<file path="src/rtl/axi_reg_slice_fifo_chnl_if.sv">
// Handshake channel bundle for axi_reg_slice_fifo_chnl.
// Member names are from the slice's point of view: _i enter it, _o leave it.
interface axi_reg_slice_fifo_chnl_if #(
    parameter int unsigned PLD_W = 1,
    parameter int unsigned DEPTH = 2
);
    localparam int unsigned CNT_W = $clog2(DEPTH + 1);

    logic             valid_i;
    logic             ready_o;
    logic [PLD_W-1:0] payload_i;
    logic             valid_o;
    logic             ready_i;
    logic [PLD_W-1:0] payload_o;
    logic             flush_i;
    logic [CNT_W-1:0] level_o;
    logic [CNT_W-1:0] peak_o;

    modport slave (
        input  valid_i, payload_i, ready_i, flush_i,
        output ready_o, valid_o, payload_o, level_o, peak_o
    );

    modport master (
        output valid_i, payload_i, ready_i, flush_i,
        input  ready_o, valid_o, payload_o, level_o, peak_o
    );
endinterface

</file>
<file path="src/rtl/axi_reg_slice_fifo_chnl.sv">
// Valid/ready register slice backed by a small FIFO, with level and high-water reporting.
// TMO=0 gives flop-sourced outputs; TMO=1 lets a beat fall through while the FIFO is empty.
module axi_reg_slice_fifo_chnl #(
    parameter int unsigned TMO   = 0,
    parameter int unsigned PLD_W = 1,
    parameter int unsigned DEPTH = 2
) (
    input  logic                         aclk,
    input  logic                         areset,
    axi_reg_slice_fifo_chnl_if.slave     chnl
);
    localparam int unsigned CNT_W = $clog2(DEPTH + 1);
    localparam int unsigned PTR_W = $clog2(DEPTH);
    localparam logic [PTR_W-1:0] PTR_LAST = PTR_W'(DEPTH - 1);
    localparam logic [CNT_W-1:0] LVL_FULL = CNT_W'(DEPTH);

    if (TMO > 1) begin : g_bad_tmo
        $error("axi_reg_slice_fifo_chnl: TMO must be 0 or 1");
    end
    if (PLD_W < 1 || PLD_W > 1024) begin : g_bad_pld_w
        $error("axi_reg_slice_fifo_chnl: PLD_W must be 1..1024");
    end
    if (DEPTH < 2 || DEPTH > 64) begin : g_bad_depth
        $error("axi_reg_slice_fifo_chnl: DEPTH must be 2..64");
    end

    logic [PLD_W-1:0] mem_q [DEPTH];
    logic [PTR_W-1:0] wr_ptr_q, wr_ptr_d;
    logic [PTR_W-1:0] rd_ptr_q, rd_ptr_d;
    logic [CNT_W-1:0] level_q, level_d;
    logic [CNT_W-1:0] peak_q, peak_d;
    logic [PLD_W-1:0] head_q, head_d;
    logic             valid_q, valid_d;
    logic             ready_q, ready_d;

    logic             bypass_c;
    logic             ready_c;
    logic             valid_c;
    logic             push_c;
    logic             pop_c;
    logic             store_c;
    logic             deq_c;
    logic             mem_we_c;

    // Fall-through is only possible in TMO=1 with nothing queued ahead of the beat.
    assign bypass_c = (TMO == 1) && (level_q == '0);
    assign ready_c  = ready_q & ~areset;
    assign valid_c  = bypass_c ? chnl.valid_i : valid_q;
    assign push_c   = chnl.valid_i & ready_c;
    assign pop_c    = valid_c & chnl.ready_i;
    assign store_c  = push_c & ~(bypass_c & pop_c);
    assign deq_c    = pop_c & ~bypass_c;

    assign chnl.ready_o   = ready_c;
    assign chnl.valid_o   = valid_c;
    assign chnl.payload_o = bypass_c ? (chnl.valid_i ? chnl.payload_i : '0) : head_q;
    assign chnl.level_o   = level_q;
    assign chnl.peak_o    = peak_q;

    always_comb begin
        wr_ptr_d = wr_ptr_q;
        rd_ptr_d = rd_ptr_q;
        level_d  = level_q;
        peak_d   = peak_q;
        head_d   = head_q;
        valid_d  = valid_q;
        ready_d  = ready_q;
        mem_we_c = 1'b0;

        if (chnl.flush_i) begin
            wr_ptr_d = '0;
            rd_ptr_d = '0;
            level_d  = '0;
            peak_d   = '0;
            head_d   = '0;
            valid_d  = 1'b0;
            ready_d  = 1'b1;
        end else begin
            if (store_c) begin
                mem_we_c = 1'b1;
                wr_ptr_d = (wr_ptr_q == PTR_LAST) ? '0 : wr_ptr_q + PTR_W'(1);
            end
            if (deq_c) begin
                rd_ptr_d = (rd_ptr_q == PTR_LAST) ? '0 : rd_ptr_q + PTR_W'(1);
            end
            case ({store_c, deq_c})
                2'b10:   level_d = level_q + CNT_W'(1);
                2'b01:   level_d = level_q - CNT_W'(1);
                default: level_d = level_q;
            endcase
            peak_d  = (level_d > peak_q) ? level_d : peak_q;
            valid_d = (level_d != '0);
            ready_d = (level_d < LVL_FULL);
            // Next head is the beat being written this cycle when it lands in the head slot.
            if (level_d == '0) begin
                head_d = '0;
            end else if (store_c && (wr_ptr_q == rd_ptr_d)) begin
                head_d = chnl.payload_i;
            end else begin
                head_d = mem_q[rd_ptr_d];
            end
        end
    end

    always_ff @(posedge aclk) begin
        if (areset) begin
            wr_ptr_q <= '0;
            rd_ptr_q <= '0;
            level_q  <= '0;
            peak_q   <= '0;
            head_q   <= '0;
            valid_q  <= 1'b0;
            ready_q  <= 1'b1;
        end else begin
            wr_ptr_q <= wr_ptr_d;
            rd_ptr_q <= rd_ptr_d;
            level_q  <= level_d;
            peak_q   <= peak_d;
            head_q   <= head_d;
            valid_q  <= valid_d;
            ready_q  <= ready_d;
        end
    end

    // Storage is deliberately left unreset.
    always_ff @(posedge aclk) begin
        if (mem_we_c) begin
            mem_q[wr_ptr_q] <= chnl.payload_i;
        end
    end
endmodule

</file>
<file path="src/flat_wrapper.sv">
// flat-port wrapper written by rule: the top's interface ports become plain ports
module axi_reg_slice_fifo_chnl_flat 
#(
    parameter int unsigned TMO   = 0,
    parameter int unsigned PLD_W = 1,
    parameter int unsigned DEPTH = 2
)
  (aclk, areset, chnl_valid_i, chnl_payload_i, chnl_ready_i, chnl_flush_i, chnl_ready_o, chnl_valid_o, chnl_payload_o, chnl_level_o, chnl_peak_o);
  axi_reg_slice_fifo_chnl_if #(.PLD_W(PLD_W), .DEPTH(DEPTH)) chnl_i ();
  input  logic aclk;
  input  logic areset;
  input wire logic [$bits(chnl_i.valid_i)-1:0] chnl_valid_i;
  input wire logic [$bits(chnl_i.payload_i)-1:0] chnl_payload_i;
  input wire logic [$bits(chnl_i.ready_i)-1:0] chnl_ready_i;
  input wire logic [$bits(chnl_i.flush_i)-1:0] chnl_flush_i;
  output wire logic [$bits(chnl_i.ready_o)-1:0] chnl_ready_o;
  output wire logic [$bits(chnl_i.valid_o)-1:0] chnl_valid_o;
  output wire logic [$bits(chnl_i.payload_o)-1:0] chnl_payload_o;
  output wire logic [$bits(chnl_i.level_o)-1:0] chnl_level_o;
  output wire logic [$bits(chnl_i.peak_o)-1:0] chnl_peak_o;
  assign chnl_i.valid_i = chnl_valid_i;
  assign chnl_i.payload_i = chnl_payload_i;
  assign chnl_i.ready_i = chnl_ready_i;
  assign chnl_i.flush_i = chnl_flush_i;
  assign chnl_ready_o = chnl_i.ready_o;
  assign chnl_valid_o = chnl_i.valid_o;
  assign chnl_payload_o = chnl_i.payload_o;
  assign chnl_level_o = chnl_i.level_o;
  assign chnl_peak_o = chnl_i.peak_o;
  axi_reg_slice_fifo_chnl #(.TMO(TMO), .PLD_W(PLD_W), .DEPTH(DEPTH)) u_core (.aclk(aclk), .areset(areset), .chnl(chnl_i));
endmodule
</file>
<file path="config.mk">
export PLATFORM = sky130hd
export DESIGN_NAME = axi_reg_slice_fifo_chnl_flat
export DESIGN_NICKNAME = d
export VERILOG_FILES = /design/src/rtl/axi_reg_slice_fifo_chnl_if.sv /design/src/rtl/axi_reg_slice_fifo_chnl.sv /design/src/flat_wrapper.sv
export SDC_FILE = /design/constraint.sdc
export NUM_CORES = 1
export LEC_CHECK = 0
export ABC_AREA = 1
export BUFFER_PORTS_ARGS = -buffer_cell sky130_fd_sc_hd__buf_2
export CAP_MARGIN = 20
export CORE_AREA = 2 2 39 41
export DETAILED_ROUTE_END_ITERATION = 10
export DIE_AREA = 0 0 41 43
export PLACE_DENSITY_LB_ADDON = 0.2
export SLEW_MARGIN = 20
export SYNTH_ARGS = -nofsm -noshare
export SYNTH_HDL_FRONTEND = slang
export SYNTH_SLANG_ARGS = --single-unit
</file>
<file path="constraint.sdc">
create_clock -name aclk -period 2.79 [get_ports aclk]
set_clock_uncertainty 0.1 [all_clocks]
set_input_delay 0.558 -clock aclk [delete_from_list [all_inputs] [get_ports aclk]]
set_output_delay 0.558 -clock aclk [all_outputs]
set_load 0.005 [all_outputs]
</file>
==> results of run 1 <==
metrics by stage:
step	utilization, %	power [mW]	cells	instance area (um2)
2_1_floorplan	-	0.222	76	568
3_5_place_dp	46.8	0.243	104	648
5_1_grt	48.7	0.369	108	674
3_3_place_gp	46.8	0.241	104	648
4_1_cts	48.7	0.350	108	674
6_report	48.7	0.344	108	674
cells by family after synthesis:
kind of cell,Yosys count,share of synthesized area (%)
xor gates and xnor gates,1,2.86
buffers and inverters,16,10.6
adders and majority gates,3,6.61
and+or+nand+nor,39,30.8
AOI/OAI and AO/OA,6,6.83
DFF,11,42.3
Yosys cell counts:
| cell type | number | area (um2) |
|---|---|---|
| a21boi_1 | 1 | 7.51 |
| a21oi_1 | 2 | 10.0 |
| a21oi_2 | 1 | 8.76 |
| dfxtp_1 | 9 | 180 |
| edfxtp_1 | 2 | 60.1 |
| ha_1 | 3 | 37.5 |
| inv_1 | 16 | 60.1 |
| nand2_1 | 17 | 63.8 |
| nand2_2 | 1 | 6.26 |
| nand3_1 | 13 | 65.1 |
| nand4_2 | 1 | 12.5 |
| nor2_1 | 6 | 22.5 |
| nor3_1 | 1 | 5.00 |
| o211ai_1 | 1 | 7.51 |
| o21ai_0 | 1 | 5.00 |
| xor2_2 | 1 | 16.3 |
worst max-delay path, cell delays in order:
cell and delay [ps]:
buf_2 110, inv_1 40, nand3_1 130, ha_1 370, inv_1 100, nand3_1 90, nand2_2 80, nand2_1 70
ha_1 290, nand2_1 60, a21boi_1 250, nand3_1 110, o211ai_1 90, inv_1 50
path summary, 6_finish.rpt:
path / startpoint / to / slack [ps]
hold reg to reg: u_core.wr_ptr_q / u_core.wr_ptr_q / 400
setup / recovery: areset / u_core.chnl.peak_o[1] / 430
setup reg to reg: u_core.ready_q / u_core.chnl.peak_o[1] / 530
hold / removal: chnl_payload_i / u_core.mem_q[1] / 400
where the power goes:
part           total [mW]  internal (mW)  leakage [nW]  switching, mW
combinational      0.0633         0.0274         0.248         0.0359
sequential          0.175          0.169        0.0913        0.00565
clock               0.106         0.0553        0.0150         0.0506
sequential cells by signal, summed over array words and instances (netlist names):
| register | cells |
|---|---|
| u_core.mem_q | 2 |
| u_core.wr_ptr_q | 1 |
| u_core.chnl.peak_o | 2 |
| u_core.rd_ptr_q | 1 |
| u_core.chnl.level_o | 2 |
| u_core.ready_q | 1 |
| u_core.chnl.payload_o | 1 |
| u_core.chnl.valid_o | 1 |
cell type report:
type | count | area (um2) | area share (%)
clock buffer | 4 | 26.3 | 3.90
inverter | 16 | 60.1 | 8.91
multi-input combinational | 49 | 268 | 39.7
sequential | 11 | 240 | 35.6
tap | 16 | 20.0 | 2.97
timing repair buffer | 12 | 60.1 | 8.91
routing by layer:
| metal | part of all wire (%) | wire length (um) |
|---|---|---|
| met5 | 0 | 0 |
| met4 | 0 | 0 |
| met3 | 5.2 | 54 |
| met2 | 52 | 541 |
| met1 | 42 | 439 |
==> impl_results.md, run 1 <==
* Outcome: completed
* H-tree Lvls at 1
* 1st-iter DRT viols at 10
* Clk buf depth at 2
* Setup WS post-layout at 430 ps
* Initial antenna violation count at 0
* Actual slew at the worst max-slew pin at 322 ps
* Die width at 41 um
* Sink Count at 11
* WHS at between 300 and 400 ps
* Share of cells above drive strength 1 at 20.7%
* Total number of vias at 509
* Setup TNS at 0 ps
* Yosys cell types at 16
* Pins Over Slew Limit at 0
* Sequential area share after synthesis at 42.3%
* Met2 global-route usage at 23.8%
* Core Box Area at 1380 um2
* Detailed Routing Iterations Pass 1 at 4
* Place WS at between 100 and 150 ps
* Mapped Area at 568 um2
* PD cells at 510 nW/um2
* First-pass GRT wire length at 1.69 mm
* Gr usage total at 14.4%
* Largest net degree at the start of global routing at 7
* Top Ports at 13
* Yosys warnings at 0
* Final min period at 2360 ps
* Commonest non-fill, non-tap cell in the layout: nand2_1
* Die Y at 43 um
* Initial Util at approximately 41%
* Static leakage at ~0.35 nW
* ANT cells at 0
* Hold-critical path depth at 1
* CTS Buf Count at 3
* Final setup viols at 0
* Final Hold Vio Count at 0
* Setup bufs post-CTS at 0
* Max_cap viols at 0
* Vias in the first global route at 450
* Layout fillers at 161
* Critical path data required time at 2850 ps
* Worst Path Max Fanout at 4
* Hold_buf cts at 0
* Final net count at 102
* Clock Latency Late Sink at 260 ps
* HPWL after DPL at between 800 and 900 um
* Root Buffer: clkbuf_4
* DR vias/cell at 4.71
* Port-buffer cells at 12
* Unrepaired setup endpoints after global routing: false
* Total gr overflow at 0
* Antenna Violating Nets Remaining at 0
* Cell row count at 14
* Routability cong. at 0.737
* Startpoint Class: primary input
* Arrival time at the worst endpoint at 2420 ps
* Post_cts resized at 0
* Max_slew headroom at 78.5%
* Area growth from synthesis to layout at 18.7%
* Tcrit/Tclk final at 84.6%
* Wirelength per Cell at 9.58 um
* Die footprint at 1760 um2
* Total wire length at around 1.0 mm
* CTS tree: yes
* Gr busiest metal: met2
* M3 GR Usage at 7.85%
* Critical path class: in -> reg
* Cell count after synthesis at between 70 and 80
* Worst-path clk slew at 70 ps
* Fmax at about 0.42 GHz
* Worst reg2reg path depth at 12
* Hold Path Class: in -> reg
* Most frequent cells in the layout: 17 x nand2_1, 16 x inv_1, 13 x nand3_1, 12 x buf_2, 9 x dfxtp_1
* VDD IR max at a little over 0.0003 V
* Syn avg cell area at about 7.5 um2
* #FFs+latches synth at 11
* Crit end category: register
* Met1 Use GR at 15.0%
* Syn_nets at 85
* # DRC at 0
No activity file was read; power rests on OpenSTA's default activity.
==> run 2: changes to the inputs <==
==> constraint.sdc (replaced) <==
create_clock -name aclk -period 2 [get_ports aclk]
set_clock_uncertainty 0.1 [all_clocks]
set_input_delay 0.4 -clock aclk [delete_from_list [all_inputs] [get_ports aclk]]
set_output_delay 0.4 -clock aclk [all_outputs]
set_load 0.005 [all_outputs]
==> impl_results.md, run 2 (synthesis gave the netlist of run 1 again) <==
* Sink Count at 11 (unchanged)
* HPWL after DPL at 957 um (was 836 um)
* Startpoint Class: register (was primary input)
* Initial antenna violation count at 0 (unchanged)
* Fmax at 0.516 GHz
* Cell row count at 14 (unchanged)
* Multi-input gate area at 334 um2 (was 268 um2)
* Die width at 41 um (unchanged)
* Delay-heaviest family, CP: adder cells (unchanged)
* Antenna Violating Nets Remaining at 0 (unchanged)
* Layout fillers at 133 (was 161)
* Root Buffer: clkbuf_4 (unchanged)
* Total number of vias at 557 (was 509)
* Part of the power in registers at 45.9% (was 50.8%)
* Final setup viols at 0 (unchanged)
* Largest net degree at the start of global routing at 7 (unchanged)
* Critical path class: reg -> reg (was in -> reg)
* Total gr overflow at 0 (unchanged)
* Outcome: completed (unchanged)
* Final net count at 112 (was 102)
* Vias in the first global route at 515 (was 450)
* Arrival time at the worst endpoint at 2000 ps (was 2420 ps)
* Area growth from synthesis to layout at 44.5% (was 18.7%)
* Routability cong. at 0.707 (was 0.737)
* Wirelength per Cell at 10.5 um (was 9.58 um)
* Switching power at 0.147 mW (was 0.0922 mW)
* Clk buf depth at 2 (unchanged)
* Die Y at 43 um (unchanged)
* Top Ports at 13 (unchanged)
* VDD IR max at 0.000396 V (was 0.000303 V)
* Final Hold Vio Count at 0 (unchanged)
* Most frequent cells in the layout: 14 x inv_1, 14 x nand2_1, 12 x buf_2, 11 x nand3_1, 10 x buf_4 (was 17 x nand2_1, 16 x inv_1, 13 x nand3_1, 12 x buf_2, 9 x dfxtp_1)
* Initial Util at 41.0% (unchanged)
* Int Pwr at 0.384 mW (was 0.252 mW)
* Detailed Routing Iterations Pass 1 at 4 (unchanged)
* Actual slew at the worst max-slew pin at 326 ps (was 322 ps)
* Port-buffer cells at 12 (unchanged)
* CTS tree: yes (unchanged)
* Combinational fraction of design power at 26.4% (was 18.4%)
* Max_slew headroom at 78.2% (was 78.5%)
* Gr usage total at 16.0% (was 14.4%)
* DR vias/cell at 4.72 (was 4.71)
* Switching Fraction at 27.7% (was 26.8%)
* # DRC at 0 (unchanged)
* 1st-iter DRT viols at 5 (was 10)
* Clk pwr share at 27.7% (was 30.8%)
* H-tree Lvls at 1 (unchanged)
* Reg area at 243 um2 (was 240 um2)
* Tcrit/Tclk final at a little under 100%
* Static leakage at 0.406 nW (was 0.355 nW)
* PD cells at 647 nW/um2 (was 510 nW/um2)
* Critical path, cell by cell: nand3_4 -> ha_4 -> inv_4 -> nand3_2 -> nand2_2 -> nand2_2 -> ha_4 -> nand2_4 -> a21boi_4 -> nand3_1 -> o211ai_1 -> inv_1 (was buf_2 -> inv_1 -> nand3_1 -> ha_1 -> inv_1 -> nand3_1 -> nand2_2 -> nand2_1 -> ha_1 -> nand2_1 -> a21boi_1 -> nand3_1 -> o211ai_1 -> inv_1)
* CTS Buf Count at 3 (unchanged)
* First-pass GRT wire length at 1.90 mm (was 1.69 mm)
* ANT cells at 0 (unchanged)
* CP max-delay cell: dfxtp_2 (was ha_1)
* Die footprint at 1760 um2 (unchanged)
* Clock Latency Late Sink at 260 ps (about the same)
* Buf/Inv on CP at 2 (was 4)
* Finished layout cell area at 821 um2 (was 674 um2)
* Max_cap viols at 0 (unchanged)
* Final min period at between 1500 and 2000 ps
* Placed Area at 752 um2 (was 648 um2)
* WHS at 251 ps (was 398 ps)
* Worst Path Max Fanout at 4 (unchanged)
* Worst R2R Setup Slack at 60 ps (was 530 ps)
* Pins Over Slew Limit at 0 (unchanged)
* Total wire length at 1.23 mm (was 1.04 mm)
* Core Box Area at 1380 um2 (unchanged)
* Worst-path clk slew at 70 ps (about the same)
* Hold Path Class: in -> reg (unchanged)
* Crit end category: register (unchanged)
* Share of cells above drive strength 1 at 40.2% (was 20.7%)
* Critical path data required time at 2060 ps (was 2850 ps)
* Max stage delay on crit path at 350 ps (was 370 ps)
* Unrepaired setup endpoints after global routing: true (was false)
-- run 2: cell types whose count changed in the layout (fill, tap and decap cells not counted), sizes merged --
| cell | delta |
|---|---|
| buf | +10 |
-- run 2: routing by layer --
metal | up-vias | GRT usage (%) | wire (um)
met1 | 249 | 16.1 | 492
met2 | 9 | 28.4 | 679
met5 | - | 0 | 0
li1 | 295 | - | -
met4 | 0 | 8.00 | 22
met3 | 4 | 3.14 | 41
-- run 2: final timing paths --
kind / start / depth (start not counted) / endpoint
max reg2reg: u_core.ready_q / 12 / u_core.chnl.peak_o[1]
max: u_core.ready_q / 12 / u_core.chnl.peak_o[1]
min reg2reg: u_core.wr_ptr_q / 2 / u_core.wr_ptr_q
min: chnl_payload_i / 1 / u_core.mem_q[1]
-- run 2: area by class of cell --
| type | instances | area share, % |
|---|---|---|
| clock buffers | 4 | 3.20 |
| inverters | 16 | 7.62 |
| multi-input cells | 49 | 40.7 |
| flip-flops and latches | 11 | 29.6 |
| well taps | 16 | 2.44 |
| repair buffers | 22 | 16.5 |
-- run 2: power groups by stage --
| stage | logic [mW] | clock network (mW) | registers [mW] |
|---|---|---|---|
| global route | 0.156 | 0.165 | 0.245 |
| floorplan | 0.0698 | 0 | 0.249 |
| detailed placement | 0.114 | 0 | 0.248 |
| finish | 0.140 | 0.147 | 0.244 |
| CTS | 0.115 | 0.151 | 0.243 |
| global placement | 0.112 | 0 | 0.248 |
-- run 2: worst reg2reg max path: stages, from the launching register on --
cell and delay, ps:
dfxtp_2 350, nand3_4 80, ha_4 270, inv_4 60, nand3_2 70, nand2_2 90
nand2_2 80, ha_4 280, nand2_4 50, a21boi_4 180, nand3_1 90, o211ai_1 90
inv_1 50
-- run 2: timing repair --
action                                  in CTS  in global routing
gates resized for setup                      0                 11
setup buffers                                0                  1
endpoints found under the setup margin       0                  2
hold buffers                                 0                  0
-- run 2: metrics by stage --
step / util [%] / cells / TNS, ps / worst slack [ps] / total power, mW
2_1_floorplan: - / 76 / 0 / 26.9 / 0.319
3_3_place_gp: 54.3 / 113 / -286 / -176 / 0.360
3_5_place_dp: 54.3 / 113 / -331 / -188 / 0.362
4_1_cts: 56.2 / 117 / 0 / 29.3 / 0.509
5_1_grt: 59.3 / 118 / -85.4 / -62.7 / 0.567
6_report: 59.3 / 118 / 0 / 60.8 / 0.531
